**config.mk**
```make
export PLATFORM = sky130hd
export DESIGN_NAME = calc_op_sequencer
export DESIGN_NICKNAME = d
export VERILOG_FILES = /design/src/rtl/calc_op_sequencer.sv
export SDC_FILE = /design/constraint.sdc
export NUM_CORES = 1
export LEC_CHECK = 0
export ABC_AREA = 1
export BUFFER_PORTS_ARGS = -buffer_cell sky130_fd_sc_hd__buf_4
export CAP_MARGIN = 20
export CORE_MARGIN = 4
export CORE_UTILIZATION = 35
export CTS_CLUSTER_DIAMETER = 120
export DETAILED_ROUTE_END_ITERATION = 10
export SLEW_MARGIN = 20
export SYNTH_ARGS = -nofsm -noshare
export SYNTH_HDL_FRONTEND = slang
export SYNTH_SLANG_ARGS = --single-unit
```
**constraint.sdc**
```tcl
create_clock -name clk -period 4.2 [get_ports clk]
set_clock_uncertainty 0.15 [all_clocks]
set_input_delay 0.84 -clock clk [delete_from_list [all_inputs] [get_ports clk]]
set_output_delay 0.84 -clock clk [all_outputs]
set_load 0.02 [all_outputs]
```
**src/rtl/calc_op_sequencer.sv**
```systemverilog
// calc_op_sequencer: accepts one arithmetic request at a time, validates it,
// pulses start to the selected unit, waits for done with a bounded timeout,
// and holds the captured result for the display path.
module calc_op_sequencer #(
  parameter int unsigned OPW     = 4,
  parameter int unsigned RW      = 8,
  parameter int unsigned TIMEOUT = 64
) (
  input  logic           clk,
  input  logic           rst_n,
  input  logic           go,
  input  logic [2:0]     op,
  input  logic [OPW-1:0] a,
  input  logic [OPW-1:0] b,
  output logic [2:0]     unit_sel,
  output logic [OPW-1:0] opa,
  output logic [OPW-1:0] opb,
  output logic           unit_start,
  input  logic           unit_done,
  input  logic [RW-1:0]  unit_result,
  output logic           busy,
  output logic [RW-1:0]  result,
  output logic           result_valid,
  output logic           err,
  output logic [1:0]     err_code
);

  localparam int unsigned CW = $clog2(TIMEOUT + 1);

  localparam logic [2:0] OP_QUOT  = 3'd2;
  localparam logic [2:0] OP_REM   = 3'd4;
  localparam logic [2:0] OP_RSVD  = 3'd7;

  localparam logic [1:0] ERR_NONE = 2'd0;
  localparam logic [1:0] ERR_DIV0 = 2'd1;
  localparam logic [1:0] ERR_OPC  = 2'd2;
  localparam logic [1:0] ERR_TMO  = 2'd3;

  typedef enum logic [1:0] {
    S_IDLE  = 2'd0,
    S_CHECK = 2'd1,
    S_START = 2'd2,
    S_WAIT  = 2'd3
  } state_t;

  state_t          state, state_nxt;
  logic [CW-1:0]   cnt, cnt_nxt;
  logic [2:0]      sel_nxt;
  logic [OPW-1:0]  opa_nxt, opb_nxt;
  logic            start_nxt, busy_nxt, valid_nxt, err_nxt;
  logic [RW-1:0]   result_nxt;
  logic [1:0]      code_nxt;

  // State and registered outputs
  always_ff @(posedge clk or negedge rst_n) begin
    if (!rst_n) begin
      state        <= S_IDLE;
      cnt          <= '0;
      unit_sel     <= '0;
      opa          <= '0;
      opb          <= '0;
      unit_start   <= 1'b0;
      busy         <= 1'b0;
      result       <= '0;
      result_valid <= 1'b0;
      err          <= 1'b0;
      err_code     <= ERR_NONE;
    end else begin
      state        <= state_nxt;
      cnt          <= cnt_nxt;
      unit_sel     <= sel_nxt;
      opa          <= opa_nxt;
      opb          <= opb_nxt;
      unit_start   <= start_nxt;
      busy         <= busy_nxt;
      result       <= result_nxt;
      result_valid <= valid_nxt;
      err          <= err_nxt;
      err_code     <= code_nxt;
    end
  end

  // Next-state and next-output decode; unit_start is high exactly while in START
  always_comb begin
    state_nxt  = state;
    cnt_nxt    = cnt;
    sel_nxt    = unit_sel;
    opa_nxt    = opa;
    opb_nxt    = opb;
    start_nxt  = 1'b0;
    result_nxt = result;
    valid_nxt  = result_valid;
    err_nxt    = err;
    code_nxt   = err_code;

    unique case (state)
      S_IDLE: begin
        if (go) begin
          sel_nxt    = op;
          opa_nxt    = a;
          opb_nxt    = b;
          result_nxt = '0;
          valid_nxt  = 1'b0;
          err_nxt    = 1'b0;
          code_nxt   = ERR_NONE;
          state_nxt  = S_CHECK;
        end
      end
      S_CHECK: begin
        if (unit_sel == OP_RSVD) begin
          err_nxt   = 1'b1;
          code_nxt  = ERR_OPC;
          state_nxt = S_IDLE;
        end else if (((unit_sel == OP_QUOT) || (unit_sel == OP_REM)) && (opb == '0)) begin
          err_nxt   = 1'b1;
          code_nxt  = ERR_DIV0;
          state_nxt = S_IDLE;
        end else begin
          start_nxt = 1'b1;
          state_nxt = S_START;
        end
      end
      S_START: begin
        cnt_nxt   = '0;
        state_nxt = S_WAIT;
      end
      S_WAIT: begin
        // done takes priority over a coincident timeout
        if (unit_done) begin
          result_nxt = unit_result;
          valid_nxt  = 1'b1;
          state_nxt  = S_IDLE;
        end else if (cnt == CW'(TIMEOUT - 1)) begin
          err_nxt   = 1'b1;
          code_nxt  = ERR_TMO;
          state_nxt = S_IDLE;
        end else begin
          cnt_nxt = cnt + CW'(1);
        end
      end
      default: state_nxt = S_IDLE;
    endcase

    busy_nxt = (state_nxt != S_IDLE);
  end

endmodule

```
==> impl_metrics.py, run 1 <==
metrics = {
    "worst_setup_path": {
        "crit_path_end": "unit_sel[0]",
        "crit_type": "reg2out",
        "cp.arrival_ns": 0.86,
        "crit_path_start_kind": "register",
        "crit_buf_inv": 1,
        "critPathTopFamily": "flip-flops",
        "path_cells": "buf_4",
        "worstSetupStartpoint": "unit_sel[0]",
        "crit_path_max_incr_delay_ns": 0.41,
        "r2r_cells": 6,
        "r2r_slack_ns": 2.44,
        "critPathMaxFanout": 3,
        "cp-end-kind": "primary output",
        "rr_endpoint": "cnt[5]",
        "crit_required_ns": 3.21,
        "worstSetupPathDepth": 1,
        "cp_slowest_cell": "dfrtp_1",
        "r2r_start": "cnt[0]",
    },
    "placement": {
        "hpwl_mm": 2.52,
        "gp_congestion": 0.815,
        "port_buffers": 47,
        "dpl.cell_count": 283,
    },
    "detailed_routing": {
        "vias_per_cell": 4.53,
        "finalWirelength_mm": 3.49,
        "drt_iter0_markers": 56,
        "ant_nets": 0,
        "maxUsedRoutingLayer": "met4",
        "wl_per_cell_um": 12.0,
        "met2_wirelength_mm": 1.66,
        "vias": 1317,
        "met1Wirelength_mm": 1.61,
        "drt_first_pass_iters": 4,
        "drc": 0,
        "wl_met3_um": 210,
    },
    "logic_synthesis": {
        "mappedNetlistArea_sq_um": 1570,
        "synth_warnings": 0,
        "syn_nets": 213,
        "synth.distinct_cells": 22,
        "seq_area_frac_synth_pct": 54.1,
        "syn_inst": 189,
        "synth_seq_cells": 34,
        "syn_avg_cell_area_sq_um": 8.33,
    },
    "clocking": {
        "postCtsSetupBuffers": 0,
        "clkTransAtPathRegs_ns": 0.07,
        "clk_path_buf_depth": 2,
        "cts_sinks": 34,
        "clk_latency_ns": 0.29,
        "cts.repair.resized": 0,
        "cts_tree": "done",
        "numCtsBuffers": 5,
        "cts-root-buf": "clkbuf_8",
        "holdBufCountCts": 0,
        "h-tree-depth": 2,
    },
    "pwr": {
        "ir_drop_mv": 0.294,
        "power_density_nw_per_um2": 735,
        "p_leak_nw": 1.07,
    },
    "timing": {
        "setup_tns_ns": 0,
        "relSlewSlack_pct": 65.2,
        "setup_viol": 0,
        "worst_pin_slew_ns": 0.521,
        "finalHoldViolCount": 0,
        "period_share_pct": 44.1,
        "fmax_mhz": 540,
        "slew_violations": 0,
        "grt_setup_unrepaired": "false",
        "fin_crit_ns": 1.85,
    },
    "layout": {
        "drive_above_1_share_pct": 27.6,
        "num_antenna_cells": 0,
        "final_common_cell": "nand2_1",
        "area_delta_synth_final_pct": 30.0,
        "nets": 262,
        "final_cell_mix": "68 x nand2_1, 47 x buf_4, 34 x dfrtp_1, 27 x nand3_1, 14 x inv_1",
        "fin_cells": 291,
    },
    "global_route": {
        "first_global_vias": 1277,
        "grt_pass1_wl_mm": 5.89,
        "grt_overflow": 0,
        "grtUsageTotal_pct": 13.9,
        "antenna_found_initial": 0,
        "grt_max_degree": 35,
    },
    "die": {
        "die_w_um": 75.1,
        "die-area_sq_um": 5630,
        "io_pins": 48,
        "initial_core_util_pct": 36.1,
        "design.core.area_sq_um": 4350,
        "rows": 24,
        "die_h_um": 75.1,
    },
    "min_path": {
        "worstHoldPathCells": 2,
        "hp-class": "reg2reg",
    },
    "outcome": {
        "status": "finished clean",
    },
    "flow_run": {
        "max_cap_viol_count": 0,
    },
}
[cell type report]
type | instances | area [sq um]
multi-input cells | 134 | 623
clock inverters | 2 | 12.5
flip-flops and latches | 34 | 851
clock buffers | 6 | 82.6
well taps | 52 | 65.1
repair buffers | 47 | 353
inverters | 16 | 60.1
fillers | 458 | 2310
[flip-flops by register name (all words and copies together) (netlist names)]
register / flops
result: 8
cnt: 7
opa: 4
opb: 4
unit_sel: 3
err_code: 2
state: 2
busy: 1
err: 1
result_valid: 1
unit_start: 1
[Yosys cell counts (all sizes together)]
library cell	number	area share (%)
a21oi	3	1.9
ha	1	0.79
or2	1	0.40
dfrtp	34	54
xor2	1	0.56
clkbuf	1	0.87
inv	16	3.8
nand3b	1	0.48
nand2	72	18
xnor2	1	0.56
nor2	12	3.3
nand3	27	8.6
o211ai	1	0.48
o21ai	14	4.7
buf	4	1.7
[where the power goes]
part,switching (mW),internal (mW),leakage (nW)
Sequential,0.0917,0.461,0.431
Combinational,0.432,0.270,0.591
Clock,0.119,0.132,0.0472
Total,0.643,0.863,1.07
[cells by family after synthesis]
family          synth area share (%)
xor+xnor                        1.11
simple gates                    30.6
compound gates                  7.07
buf+inv                         6.36
fa+ha+maj                      0.795
flops                           54.1
[how the worst min path moves through the flow]
stage | start | endpoint | slack (ns)
after floorplan | cnt[5] | cnt[5] | 0.35
after global placement | err_code[0] | err_code[0] | 0.31
after detailed placement | err_code[1] | err_code[1] | 0.32
after CTS | err_code[1] | err_code[1] | 0.33
after global routing | err | err | 0.35
final | err | err | 0.33
[metal layers]
layer	global-route usage (%)	up-vias
met5	0	-
met4	3.56	0
met3	4.94	2
met2	22.8	32
met1	17.4	588
li1	-	695
[per-stage QoR]
stage | instance area (sq um) | total power [mW] | hold slack [ns] | utilization [%] | worst slack [ns]
floorplan | 1570 | 0.999 | 0.345 | - | 2.40
global placement | 1950 | 1.26 | 0.312 | 44.8 | 2.08
detailed placement | 1950 | 1.27 | 0.316 | 44.8 | 2.02
CTS | 2050 | 1.53 | 0.334 | 47.0 | 2.33
global route | 2050 | 1.63 | 0.353 | 47.0 | 2.15
finish | 2050 | 1.51 | 0.327 | 47.0 | 2.35
(Power assumes the default switching activity.)
==> run 2: changes to the inputs <==
==> constraint.sdc (replaced) <==
create_clock -name clk -period 1.6 [get_ports clk]
set_clock_uncertainty 0.15 [all_clocks]
set_input_delay 0.32 -clock clk [delete_from_list [all_inputs] [get_ports clk]]
set_output_delay 0.32 -clock clk [all_outputs]
set_load 0.02 [all_outputs]
==> impl_metrics.py, run 2 (same netlist as run 1, synthesis figures left out) <==
metrics = {
    "layout": {
        "num_antenna_cells": 0,
        "largest_register_ffs": 8,
        "nets": 273,
        "final_common_cell": "nand2_1",
        "regArea_sq_um": 851,
        "fin_cells": 302,
        "finalInstanceArea_sq_um": 2170,
        "top_register": "result",
        "area_delta_synth_final_pct": 37.6,
        "final_cell_mix": "67 x nand2_1, 56 x buf_4, 34 x dfrtp_1, 27 x nand3_1, 14 x inv_1",
        "utilization_pct": 49.7,
        "reg_top3": "result: 8 flops, cnt: 7 flops",
        "drive_above_1_share_pct": 31.6,
        "multi_input_area_sq_um": 644,
        "nFillCells": 418,
    },
    "pwr": {
        "switching_share_pct": 41.8,
        "p_clk_share_pct": 15.7,
        "power_density_nw_per_um2": 1920,
        "pwr-share-comb_pct": 49.9,
        "power.total_mw": 4.17,
        "ir_drop_mv": 0.800,
        "p_sw_mw": 1.74,
        "p_leak_nw": 1.14,
        "seqPwrFrac_pct": 34.3,
        "internal_power_mw": 2.42,
    },
    "detailed_routing": {
        "drc": 0,
        "drt_iter0_markers": 88,
        "finalWirelength_mm": 3.53,
        "drt_first_pass_iters": 4,
        "ant_nets": 0,
        "vias_per_cell": 4.60,
        "wl_per_cell_um": 11.7,
        "vias": 1390,
    },
    "global_route": {
        "grt_pass1_wl_mm": 6.01,
        "first_global_vias": 1312,
        "grt_max_degree": 35,
        "grt_overflow": 0,
        "antenna_found_initial": 0,
        "grtUsageTotal_pct": 14.4,
    },
    "clocking": {
        "cts-root-buf": "clkbuf_8",
        "clkTransAtPathRegs_ns": 0.07,
        "cts_tree": "done",
        "h-tree-depth": 2,
        "numCtsBuffers": 5,
        "cts_sinks": 34,
        "clk_path_buf_depth": 2,
        "clk_latency_ns": 0.28,
    },
    "timing": {
        "setup_tns_ns": 0,
        "fin_crit_ns": 1.53,
        "relSlewSlack_pct": 71.8,
        "fmax_mhz": 653,
        "worst_pin_slew_ns": 0.424,
        "period_share_pct": 95.7,
        "fin_ws_ns": 0.0686,
        "fin_hold_ws_ns": 0.0735,
        "finalHoldViolCount": 0,
        "slew_violations": 0,
        "setup_viol": 0,
    },
    "die": {
        "die-area_sq_um": 5630,
        "initial_core_util_pct": 36.1,
        "die_w_um": 75.1,
        "io_pins": 48,
        "rows": 24,
        "die_h_um": 75.1,
        "design.core.area_sq_um": 4350,
    },
    "worst_setup_path": {
        "crit_path_start_kind": "register",
        "crit_required_ns": 1.62,
        "cp.arrival_ns": 1.55,
        "r2r_cells": 7,
        "cp-end-kind": "register",
        "crit_type": "reg2reg",
        "critPathMaxFanout": 5,
    },
    "placement": {
        "dpl.cell_count": 291,
        "gp_congestion": 0.775,
        "hpwl_mm": 2.54,
        "port_buffers": 47,
        "pre_cts_ws_ns": 0.0241,
        "placed_area_sq_um": 2010,
    },
    "min_path": {
        "worstHoldPathCells": 3,
        "hp-class": "in2reg",
    },
    "outcome": {
        "status": "finished clean",
    },
    "flow_run": {
        "max_cap_viol_count": 0,
    },
}
==> run 2: area by class of cell <==
cell class              count  area share, %
clock inverters             2          0.578
inverters                  16           2.77
clock buffers               6           3.81
multi-input cells         134           29.8
repair buffers             58           20.8
well taps                  52           3.00
flip-flops and latches     34           39.3
==> run 2: metal layers <==
metal / track usage, % / wire length (um) / vias up
li1: - / - / 717
met5: 0 / 0 / -
met2: 23.2 / 1720 / 34
met3: 5.07 / 216 / 6
met1: 17.7 / 1550 / 633
met4: 5.34 / 52 / 0
==> run 2: what timing repair did <==
item	in CTS	in global routing
resized for setup	0	8
endpoints found under the hold margin	34	0
setup endpoints to repair	0	13
hold buffers	1	0
buffers inserted	0	2
==> run 2: worst paths after layout <==
kind                        start   endpoint  slack (ns)
setup / recovery           cnt[0]     cnt[6]        0.07
hold / removal               a[0]     opa[0]        0.07
setup reg to reg           cnt[0]     cnt[6]        0.07
hold reg to reg               err        err        0.33
max in group asynchronous   rst_n  result[0]        0.63
min in group asynchronous   rst_n        err        0.36
==> run 2: critical path: stages (launching register included) <==
cell and delay [ns]:
dfrtp_1 0.36, ha_2 0.19, nand2_2 0.08, nor2_4 0.13
nand2_4 0.09, a21oi_4 0.19, buf_4 0.16, o21ai_0 0.08
==> run 2: power groups by stage <==
| stage | Sequential, mW | Combinational (mW) | Clock (mW) |
|---|---|---|---|
| after floorplan | 1.80 | 0.823 | 0 |
| after global placement | 1.44 | 1.96 | 0 |
| after detailed placement | 1.44 | 1.98 | 0 |
| after CTS | 1.43 | 1.99 | 0.678 |
| after global routing | 1.48 | 2.32 | 0.708 |
| final | 1.43 | 2.08 | 0.656 |
